<file path="src/rtl/pc_seq_pkg.sv">
// Shared types and defaults for the PC sequencer: FSM states, reset/exception vectors, fetch stride.
package pc_seq_pkg;

  typedef enum logic [1:0] {
    BOOT     = 2'd0,
    FETCH    = 2'd1,
    HOLD     = 2'd2,
    REDIRECT = 2'd3
  } state_t;

  localparam logic [31:0] RESET_VECTOR_DEF = 32'h0000_0000;
  localparam logic [31:0] EXC_VECTOR_DEF   = 32'h0000_0080;
  localparam int unsigned PC_INC           = 4;

endpackage

</file>
<file path="src/rtl/pc_next_calc.sv">
// Redirect resolution: flags any pending redirect and selects its target
// with priority Exception > Jump > Branch. Purely combinational.
module pc_next_calc
  import pc_seq_pkg::*;
#(
  parameter int                ADDR_W     = 32,
  parameter logic [ADDR_W-1:0] EXC_VECTOR = ADDR_W'(EXC_VECTOR_DEF)
) (
  input  logic              branch_taken,
  input  logic [ADDR_W-1:0] branch_base,
  input  logic [15:0]       branch_offset,
  input  logic              jump,
  input  logic [25:0]       jump_target,
  input  logic              exception,
  output logic              redirect,
  output logic [ADDR_W-1:0] target
);

  logic [ADDR_W-1:0] branch_addr;
  logic [ADDR_W-1:0] jump_addr;
  logic [ADDR_W-1:0] exc_addr;

  // Offset is in words: sign-extend, then scale by 4 via the appended zeros.
  assign branch_addr = branch_base + {{(ADDR_W-18){branch_offset[15]}}, branch_offset, 2'b00};
  assign jump_addr   = {branch_base[ADDR_W-1:28], jump_target, 2'b00};
  assign exc_addr    = {EXC_VECTOR[ADDR_W-1:2], 2'b00};

  assign redirect = exception | jump | branch_taken;

  always_comb begin
    target = branch_addr;
    if (exception) begin
      target = exc_addr;
    end else if (jump) begin
      target = jump_addr;
    end
  end

endmodule

</file>
<file path="src/rtl/pc_sequencer.sv">
// Program counter and fetch sequencer: chooses the next PC, runs the I-mem
// request/ready handshake and raises Flush while a redirect is in progress.
module pc_sequencer
  import pc_seq_pkg::*;
#(
  parameter int                ADDR_W       = 32,
  parameter logic [ADDR_W-1:0] RESET_VECTOR = ADDR_W'(RESET_VECTOR_DEF),
  parameter logic [ADDR_W-1:0] EXC_VECTOR   = ADDR_W'(EXC_VECTOR_DEF)
) (
  input  logic              CLK,
  input  logic              RST,
  input  logic              Stall,
  input  logic              BranchTaken,
  input  logic [ADDR_W-1:0] BranchBase,
  input  logic [15:0]       BranchOffset,
  input  logic              Jump,
  input  logic [25:0]       JumpTarget,
  input  logic              Exception,
  input  logic              InsReady,
  output logic              InsReq,
  output logic [ADDR_W-1:0] InsAddress,
  output logic              InsValid,
  output logic              Flush,
  output logic [ADDR_W-1:0] EpcOut
);

  localparam logic [ADDR_W-1:0] RESET_PC = {RESET_VECTOR[ADDR_W-1:2], 2'b00};

  state_t            state, state_nxt;
  logic [ADDR_W-1:0] pc, pc_nxt, epc;
  logic [ADDR_W-1:0] redir_target;
  logic              redir;
  logic              valid, valid_nxt;
  logic              exc_take;

  pc_next_calc #(
    .ADDR_W     (ADDR_W),
    .EXC_VECTOR (EXC_VECTOR)
  ) u_next (
    .branch_taken  (BranchTaken),
    .branch_base   (BranchBase),
    .branch_offset (BranchOffset),
    .jump          (Jump),
    .jump_target   (JumpTarget),
    .exception     (Exception),
    .redirect      (redir),
    .target        (redir_target)
  );

  // BOOT ignores redirects, so the EPC only captures once the core is live.
  assign exc_take = Exception && (state != BOOT);

  always_comb begin
    state_nxt = state;
    pc_nxt    = pc;
    valid_nxt = 1'b0;
    case (state)
      BOOT: state_nxt = FETCH;
      FETCH: begin
        if (redir) begin
          state_nxt = REDIRECT;
          pc_nxt    = redir_target;
        end else if (InsReady) begin
          pc_nxt    = pc + ADDR_W'(PC_INC);
          valid_nxt = 1'b1;
          state_nxt = Stall ? HOLD : FETCH;
        end
      end
      HOLD: begin
        if (redir) begin
          state_nxt = REDIRECT;
          pc_nxt    = redir_target;
        end else if (!Stall) begin
          state_nxt = FETCH;
        end
      end
      REDIRECT: begin
        if (redir) begin
          pc_nxt = redir_target;
        end else begin
          state_nxt = Stall ? HOLD : FETCH;
        end
      end
      default: state_nxt = BOOT;
    endcase
  end

  always_ff @(posedge CLK or posedge RST) begin
    if (RST) begin
      state <= BOOT;
      pc    <= RESET_PC;
      valid <= 1'b0;
      epc   <= '0;
    end else begin
      state <= state_nxt;
      pc    <= pc_nxt;
      valid <= valid_nxt;
      if (exc_take) begin
        epc <= pc;
      end
    end
  end

  assign InsReq     = (state == FETCH);
  assign Flush      = (state == REDIRECT);
  assign InsAddress = pc;
  assign InsValid   = valid;
  assign EpcOut     = epc;

endmodule

</file>
<file path="config.mk">
export PLATFORM = sky130hd
export DESIGN_NAME = pc_sequencer
export DESIGN_NICKNAME = d
export VERILOG_FILES = /design/src/rtl/pc_seq_pkg.sv /design/src/rtl/pc_next_calc.sv /design/src/rtl/pc_sequencer.sv
export SDC_FILE = /design/constraint.sdc
export NUM_CORES = 1
export LEC_CHECK = 0
export CAP_MARGIN = 20
export CORE_UTILIZATION = 46
export DETAILED_ROUTE_END_ITERATION = 10
export PLACE_DENSITY = 0.78
export SLEW_MARGIN = 0
export SYNTH_ARGS = -nofsm -noshare
export SYNTH_HDL_FRONTEND = slang
export SYNTH_SLANG_ARGS = --single-unit
</file>
<file path="constraint.sdc">
create_clock -name CLK -period 3.3 [get_ports CLK]
set_clock_uncertainty 0.2 [all_clocks]
set_input_delay 0.66 -clock CLK [delete_from_list [all_inputs] [get_ports CLK]]
set_output_delay 0.66 -clock CLK [all_outputs]
set_load 0.01 [all_outputs]
</file>
# Word level (Yosys, flattened, before mapping)
# Index checks and enable logic that the tools add are counted.
[classes] addsub=2 mul=0 div_mod_pow=0 n_lt_le_gt_ge=0 n_eq_ne=7 n_shift=0 muxes=16 n_bitwise=2 n_reduce_logical=7
[ops] operator="$mux W32" count=5
[ops] operator="$pmux W32 S2" count=1
[ops] operator="$add A32 B3 Y32 const B" count=1
[ops] operator="$add A32 B32 Y32" count=1
[ops] operator="$mux W2" count=6
[ops] operator="$pmux W2 S4" count=1
[ops] operator="$reduce_and A3 Y1" count=2
[ops] operator="$eq A2 B2 Y1 const B" count=2
[ops] operator="$reduce_bool A2 Y1" count=2
[ops] operator="$mux W1" count=3
[ops] operator="$ne A3 B2 Y1 const B" count=1
[ops] operator="$ne A3 B3 Y1 const B" count=1
[ops] operator="$eq A2 B1 Y1 const B" count=1
[ops] operator="$logic_not A2 Y1" count=1
[ops] operator="$ne A2 B1 Y1 const B" count=1
[ops] operator="$ne A2 B2 Y1 const B" count=1
[ops] operator="$or A1 B1 Y1" count=2
[ops] operator="$reduce_or A2 Y1" count=1
[ops] operator="$logic_and A1 B1 Y1" count=1
[word_totals] reg_bits=67 latch_bits=0 ram_bits=0 rom_bits=0 in_bits=81 output_inout_bits=67 elab_cells=38 mem_count=0

# Depth between registers and ports, before layout
[logic_depth] depth_word=5 depth_mapped=11 mapped_depth_nobuf=11

# Hierarchy
# From an unflattened synthesis, not the netlist that was laid out.
[unflattened] hier_cells=651 area_unflattened_um2=5480.3
[by_module_without_submodules] mod="pc_sequencer" n_inst=1 cells_each=337 area_per_inst_um2=3370.7 seq_area_each_um2=1676.6
[by_module_without_submodules] mod="pc_next_calc" n_inst=1 cells_each=314 area_per_inst_um2=2109.5 seq_area_each_um2=0.0

# Worst setup path before layout
# Ideal clock, no wire load.
[synth_timing] path_kind="in2reg" start="input BranchBase[2]" end="register pc[28] (netlist: InsAddress[28])" setup_ps=138 t_arrival_ps=3071 required_ps=2962 setup_slack_ps=-110 stages=11 n_path_buf=0 cell_sequence="ha_1 > fa_1 > a21o_1 > a21oi_1 > o21ai_1 > and4_1 > o31ai_2 > o21ai_1 > nand4_1 > mux2i_1 > or4_1"
[synth_via] elab_chain_len=5 word_cells_on_any_way=6 classes_between="add/sub: 1; mux: 5"
[synth_rtl] element="from (decl)" line="pc_sequencer.sv:14" text="input logic [ADDR_W-1:0] BranchBase,"
[synth_rtl] element="$add A32 B32 Y32 *" line="pc_next_calc.sv:24" text="assign branch_addr = branch_base + {{(ADDR_W-18){branch_offset[15]}}, branch_offset, 2'b00};"
[synth_rtl] element="$mux W32 *" line="pc_next_calc.sv:34" text="end else if (jump) begin"
[synth_rtl] element="$mux W32 *" line="pc_next_calc.sv:32" text="if (exception) begin"
[synth_rtl] element="$mux W32, on equally long branches" line="pc_sequencer.sv:70, pc_sequencer.sv:78, pc_sequencer.sv:60"
[synth_rtl] element="$pmux W32 S2 *" line="pc_sequencer.sv:57" text="case (state)"
[synth_rtl] element="to (signal assigned)" line="pc_sequencer.sv:96" text="pc <= pc_nxt;"
[synth_rtl] element="to (decl)" line="pc_sequencer.sv:30" text="logic [ADDR_W-1:0] pc, pc_nxt, epc;"
# Every way passes the cells marked *; elsewhere a longest branch is shown, timed or not. The select of a mux whose other input is x is not followed.
# A chain may end at the register's enable or synchronous reset.

# Worst setup path in the final report
[layout_timing] start="input BranchOffset[3]" end="register pc[19] (netlist: InsAddress[19])"
[layout_via] elab_chain_len=5 word_cells_on_any_way=6 classes_between="add/sub: 1; mux: 5"
[layout_rtl] element="from (decl)" line="pc_sequencer.sv:15" text="input logic [15:0] BranchOffset,"
[layout_rtl] element="$add A32 B32 Y32 *" line="pc_next_calc.sv:24"
[layout_rtl] element="$mux W32 *" line="pc_next_calc.sv:34"
[layout_rtl] element="$mux W32 *" line="pc_next_calc.sv:32"
[layout_rtl] element="$mux W32, on equally long branches" line="pc_sequencer.sv:70, pc_sequencer.sv:78, pc_sequencer.sv:60"
[layout_rtl] element="$pmux W32 S2 *" line="pc_sequencer.sv:57"
# Marks and branches as above.

==> flow_results.org <==
** Yosys
- Number of storage elements in the synthesis netlist :: 67
- Sequential fraction of the synthesis area :: between 30 and 40%
- Post-Syn Area per Cell :: roughly 8.4 µm²
- Yosys mapped a number of flops with a built-in enable equal to 0.
- Gate count after technology mapping :: slightly above 600
- Ys flop type :: sky130_fd_sc_hd__dfrtp_1
- In the synthesized netlist the async set-or-reset flop fraction comes to 100%.
- Count of distinct cell types in the synthesized netlist :: 64
- Mapped Area :: 0.00516 mm²
- Number of warnings issued by yosys :: 0
- Nets in the synthesized netlist :: 727

** CTS
- TritonCTS built the clock tree.
- Clock sinks :: 67
- Cts hold-fix bufs :: 0
- Clock-pin slew of the registers on the worst-case setup and hold paths :: ~80 ps
- Longest Clk Path Bufs :: 2
- Insertion delay of the later-clocked pin in the worst-skew pair :: between 300 and 400 ps
- The tree is rooted in a sky130_fd_sc_hd__clkbuf_8.
- Counting the buffers created by CTS gives 9.
- In this run the number of H-tree levels came out at 3.

** Layout
- Nets@finish :: between 900 and 1000
- The number of antenna diodes in the final layout is 0.
- Non-filler instance count after layout :: between 900 and 1000
- Area growth from synthesis to final layout :: 57.4%
- Of the cells placed in the final design, the portion with a size suffix greater than 1 is between 20% and 30%.
- Fill cells in the final layout number approximately 770.
- Cells fill 74.7% of the core in the end.

** Global routing
- The number of antenna violations at the first check in global routing is 0.
- Maximum number of pins on one net before global-route repair :: 40
- The number of global-route vias before repair was 5720.
- Leftover overflow at the end of global routing :: 0
- The first global-routing pass estimated around 27 mm of wire.
- GRT Util Overall :: 29.7%

** Power
- In this run the static leakage power is approximately 3.6 nW.
- Power density over the cells :: 376 mW/mm²
- The worst-case IR drop observed on VDD is 287 µV.

** STA
- Setup TNS :: 0 ps
- Once routing completed, OpenROAD measured the worst setup slack at 22.0 ps.
- The number of endpoints with negative hold slack in the final report came to 0.
- Part of the cycle the worst path needs :: 99.3%
- Worst slew margin relative to its limit :: ~54%
- For the pin with the worst max-slew slack, the measured transition is 668 ps.
- Final min period :: approximately 3300 ps
- The final max-slew violation count came to 0.
- Based on the critical path, the design can be clocked at up to ~310 MHz.
- Final setup violation count :: 0

** Detailed routing
- Number of design-rule violations left by the first detailed-router iteration :: 470
- DRT antenna net count :: 0
- Average detailed-routed wire length per instance :: 17.9 µm
- Residual DRC :: 0
- The routed design has approximately 18 mm of wire.
- 1st-pass router iterations :: 6
- Using the TritonRoute via totals, the vias-per-cell ratio works out to approximately 6.1.
- Via count of the routed design :: 5991

** Die
- Die height :: approximately 110 µm
- The die covers roughly 0.012 mm².
- Starting density of the core :: a little under half
- Placeable Area :: roughly 0.011 mm²
- Top-Level Pins :: about 150
- After floorplanning, the core was divided into 38 placement rows.
- Chip width :: 108 µm

** Critical path
- Along the worst path, the maximum fanout reaches 3.
- Data arrival time at the worst-slack endpoint :: around 3400 ps
- Required time of the worst setup path :: roughly 3400 ps
- The worst setup path is launched from an input pin.
- Capturing element type of the critical path :: register
- Setup slack of the most critical reg-to-reg path :: 250 ps
- By startpoint and endpoint, the worst setup path is classified as in -> reg.

** Job
- The tool flagged a number of max-cap violations equal to 0.

** Placed design
- Summed over all nets, the half-perimeter wirelength after detailed placement is ~13 mm.
- At the placement stage, the worst setup path has a slack of -648 ps.
- The congestion estimate from routability-driven global placement came to 0.899.
- Count of buffers from port buffering :: about 150
- Cell count after placement :: 960

** Status
- Run status :: finished clean

** Hold path
- Hold WC Path Type :: reg -> reg
[power by group]
group	internal [W]	total, W	switching [W]	leakage (nW)
Sequential	0.000928	0.00104	0.000113	0.857
Clock	0.000503	0.000829	0.000326	0.113
Combinational	0.000654	0.00119	0.000533	2.66
Total	0.00209	0.00306	0.000972	3.63
[placed cells by master (no fill, tap or decap), types with 9 or more instances in the layout]
cell type	n
sky130_fd_sc_hd__a21o_1	14
sky130_fd_sc_hd__a21oi_1	54
sky130_fd_sc_hd__and3_1	9
sky130_fd_sc_hd__buf_4	98
sky130_fd_sc_hd__clkbuf_8	9
sky130_fd_sc_hd__clkdlybuf4s50_1	114
sky130_fd_sc_hd__dfrtp_1	67
sky130_fd_sc_hd__dlymetal6s2s_1	24
sky130_fd_sc_hd__ha_1	12
sky130_fd_sc_hd__ha_4	18
sky130_fd_sc_hd__inv_1	15
sky130_fd_sc_hd__mux2_2	28
sky130_fd_sc_hd__nand2_1	59
sky130_fd_sc_hd__nand3_1	17
sky130_fd_sc_hd__nand4_1	14
sky130_fd_sc_hd__nor2_1	43
sky130_fd_sc_hd__nor3_1	17
sky130_fd_sc_hd__o21ai_0	57
sky130_fd_sc_hd__xnor2_1	12
sky130_fd_sc_hd__xor2_1	10
[critical path, cell delays in order]
cell and delay [ps]:
sky130_fd_sc_hd__dlygate4sd2_1 280, sky130_fd_sc_hd__ha_4 230, sky130_fd_sc_hd__and2_4 170, sky130_fd_sc_hd__a221oi_4 290
sky130_fd_sc_hd__a21oi_2 110, sky130_fd_sc_hd__o31a_1 390, sky130_fd_sc_hd__buf_4 180, sky130_fd_sc_hd__o21ai_0 180
sky130_fd_sc_hd__a21boi_0 160, sky130_fd_sc_hd__buf_4 170, sky130_fd_sc_hd__o31ai_1 330, sky130_fd_sc_hd__a221o_1 210
[per-layer routing]
metal,GRT usage [%],share of wire [%],up-vias
met3,4.34,7.8,71
met2,49.4,48,365
met4,13.4,4.1,0
met5,0,0,-
li1,-,-,2744
met1,38.1,40,2811
[sequential cells by signal (all words and copies together), names as in the netlist]
register and cells:
InsValid 1, InsAddress 32, EpcOut 32, state 2
[Yosys cell counts (5+ instances only)]
cell | n | area, µm²
sky130_fd_sc_hd__xnor2_1 | 12 | 105
sky130_fd_sc_hd__and3_1 | 10 | 62.6
sky130_fd_sc_hd__nor4_1 | 5 | 31.3
sky130_fd_sc_hd__mux2i_1 | 5 | 50.1
sky130_fd_sc_hd__nor2_1 | 43 | 161
sky130_fd_sc_hd__inv_1 | 16 | 60.1
sky130_fd_sc_hd__clkbuf_1 | 29 | 109
sky130_fd_sc_hd__o211ai_1 | 6 | 45.0
sky130_fd_sc_hd__nor2b_1 | 8 | 50.1
sky130_fd_sc_hd__nand2b_1 | 6 | 37.5
sky130_fd_sc_hd__mux2_2 | 28 | 315
sky130_fd_sc_hd__o22ai_1 | 6 | 37.5
sky130_fd_sc_hd__o21ai_1 | 5 | 25.0
sky130_fd_sc_hd__a21oi_1 | 63 | 315
sky130_fd_sc_hd__o21a_1 | 5 | 37.5
sky130_fd_sc_hd__xor2_1 | 10 | 87.6
sky130_fd_sc_hd__o31ai_1 | 6 | 45.0
sky130_fd_sc_hd__nor3_1 | 17 | 85.1
sky130_fd_sc_hd__ha_1 | 30 | 375
sky130_fd_sc_hd__nand4_1 | 14 | 87.6
sky130_fd_sc_hd__a221oi_1 | 6 | 52.6
sky130_fd_sc_hd__a21o_1 | 14 | 105
sky130_fd_sc_hd__nand3_1 | 18 | 90.1
sky130_fd_sc_hd__dfrtp_1 | 67 | 1680
sky130_fd_sc_hd__a22oi_1 | 5 | 37.5
sky130_fd_sc_hd__nand2_1 | 63 | 236
sky130_fd_sc_hd__o21ai_0 | 60 | 300
[path summary, 6_finish.rpt]
path,cells past startpoint,start,endpoint
min in group asynchronous,2,RST,EpcOut[3]$_DFFE_PP0P_
worst max-delay path,12,BranchOffset[3],InsAddress[19]$_DFFE_PP0P_
worst min-delay path,2,EpcOut[7]$_DFFE_PP0P_,EpcOut[7]$_DFFE_PP0P_
max in group asynchronous,3,RST,EpcOut[31]$_DFFE_PP0P_
worst min register to register,2,EpcOut[7]$_DFFE_PP0P_,EpcOut[7]$_DFFE_PP0P_
worst max register to register,9,InsAddress[2]$_DFFE_PP0P_,InsAddress[31]$_DFFE_PP0P_
[cell type report]
| type | count | area, µm² | area share [%] |
|---|---|---|---|
| multi-input combinational | 499 | 3650 | 45.0 |
| sequential | 67 | 1680 | 20.6 |
| clock inverter | 6 | 114 | 1.40 |
| clock buffer | 10 | 128 | 1.57 |
| tap | 140 | 175 | 2.15 |
| inverter | 16 | 60.1 | 0.739 |
| timing repair buffer | 250 | 2320 | 28.6 |
[what timing repair did]
action | in CTS | in global routing
pin swaps | 25 | 30
resized for setup | 35 | 57
buffers inserted | 6 | 5
cloned | 1 | 0
endpoints found under the setup margin | 9 | 9
[kinds of logic after synthesis]
family,share of synthesized area [%]
XOR/XNOR,3.73
AO/OA/AOI/OAI,24.6
buffers and inverters,3.78
adder cells (fa/ha/maj),7.66
AND/OR/NAND/NOR,20.5
multiplexers,7.29
flip-flops,32.5
[stage by stage]
| stage | total power [W] | hold WS, ps | cell area (µm²) |
|---|---|---|---|
| 2_1_floorplan | 0.00154 | 316 | 5170 |
| 3_3_place_gp | 0.00209 | 265 | 7390 |
| 3_5_place_dp | 0.00213 | 273 | 7390 |
| 4_1_cts | 0.00300 | 290 | 7830 |
| 5_1_grt | 0.00320 | 324 | 8130 |
| 6_report | 0.00306 | 286 | 8130 |
No activity file was read; power rests on OpenSTA's default activity.
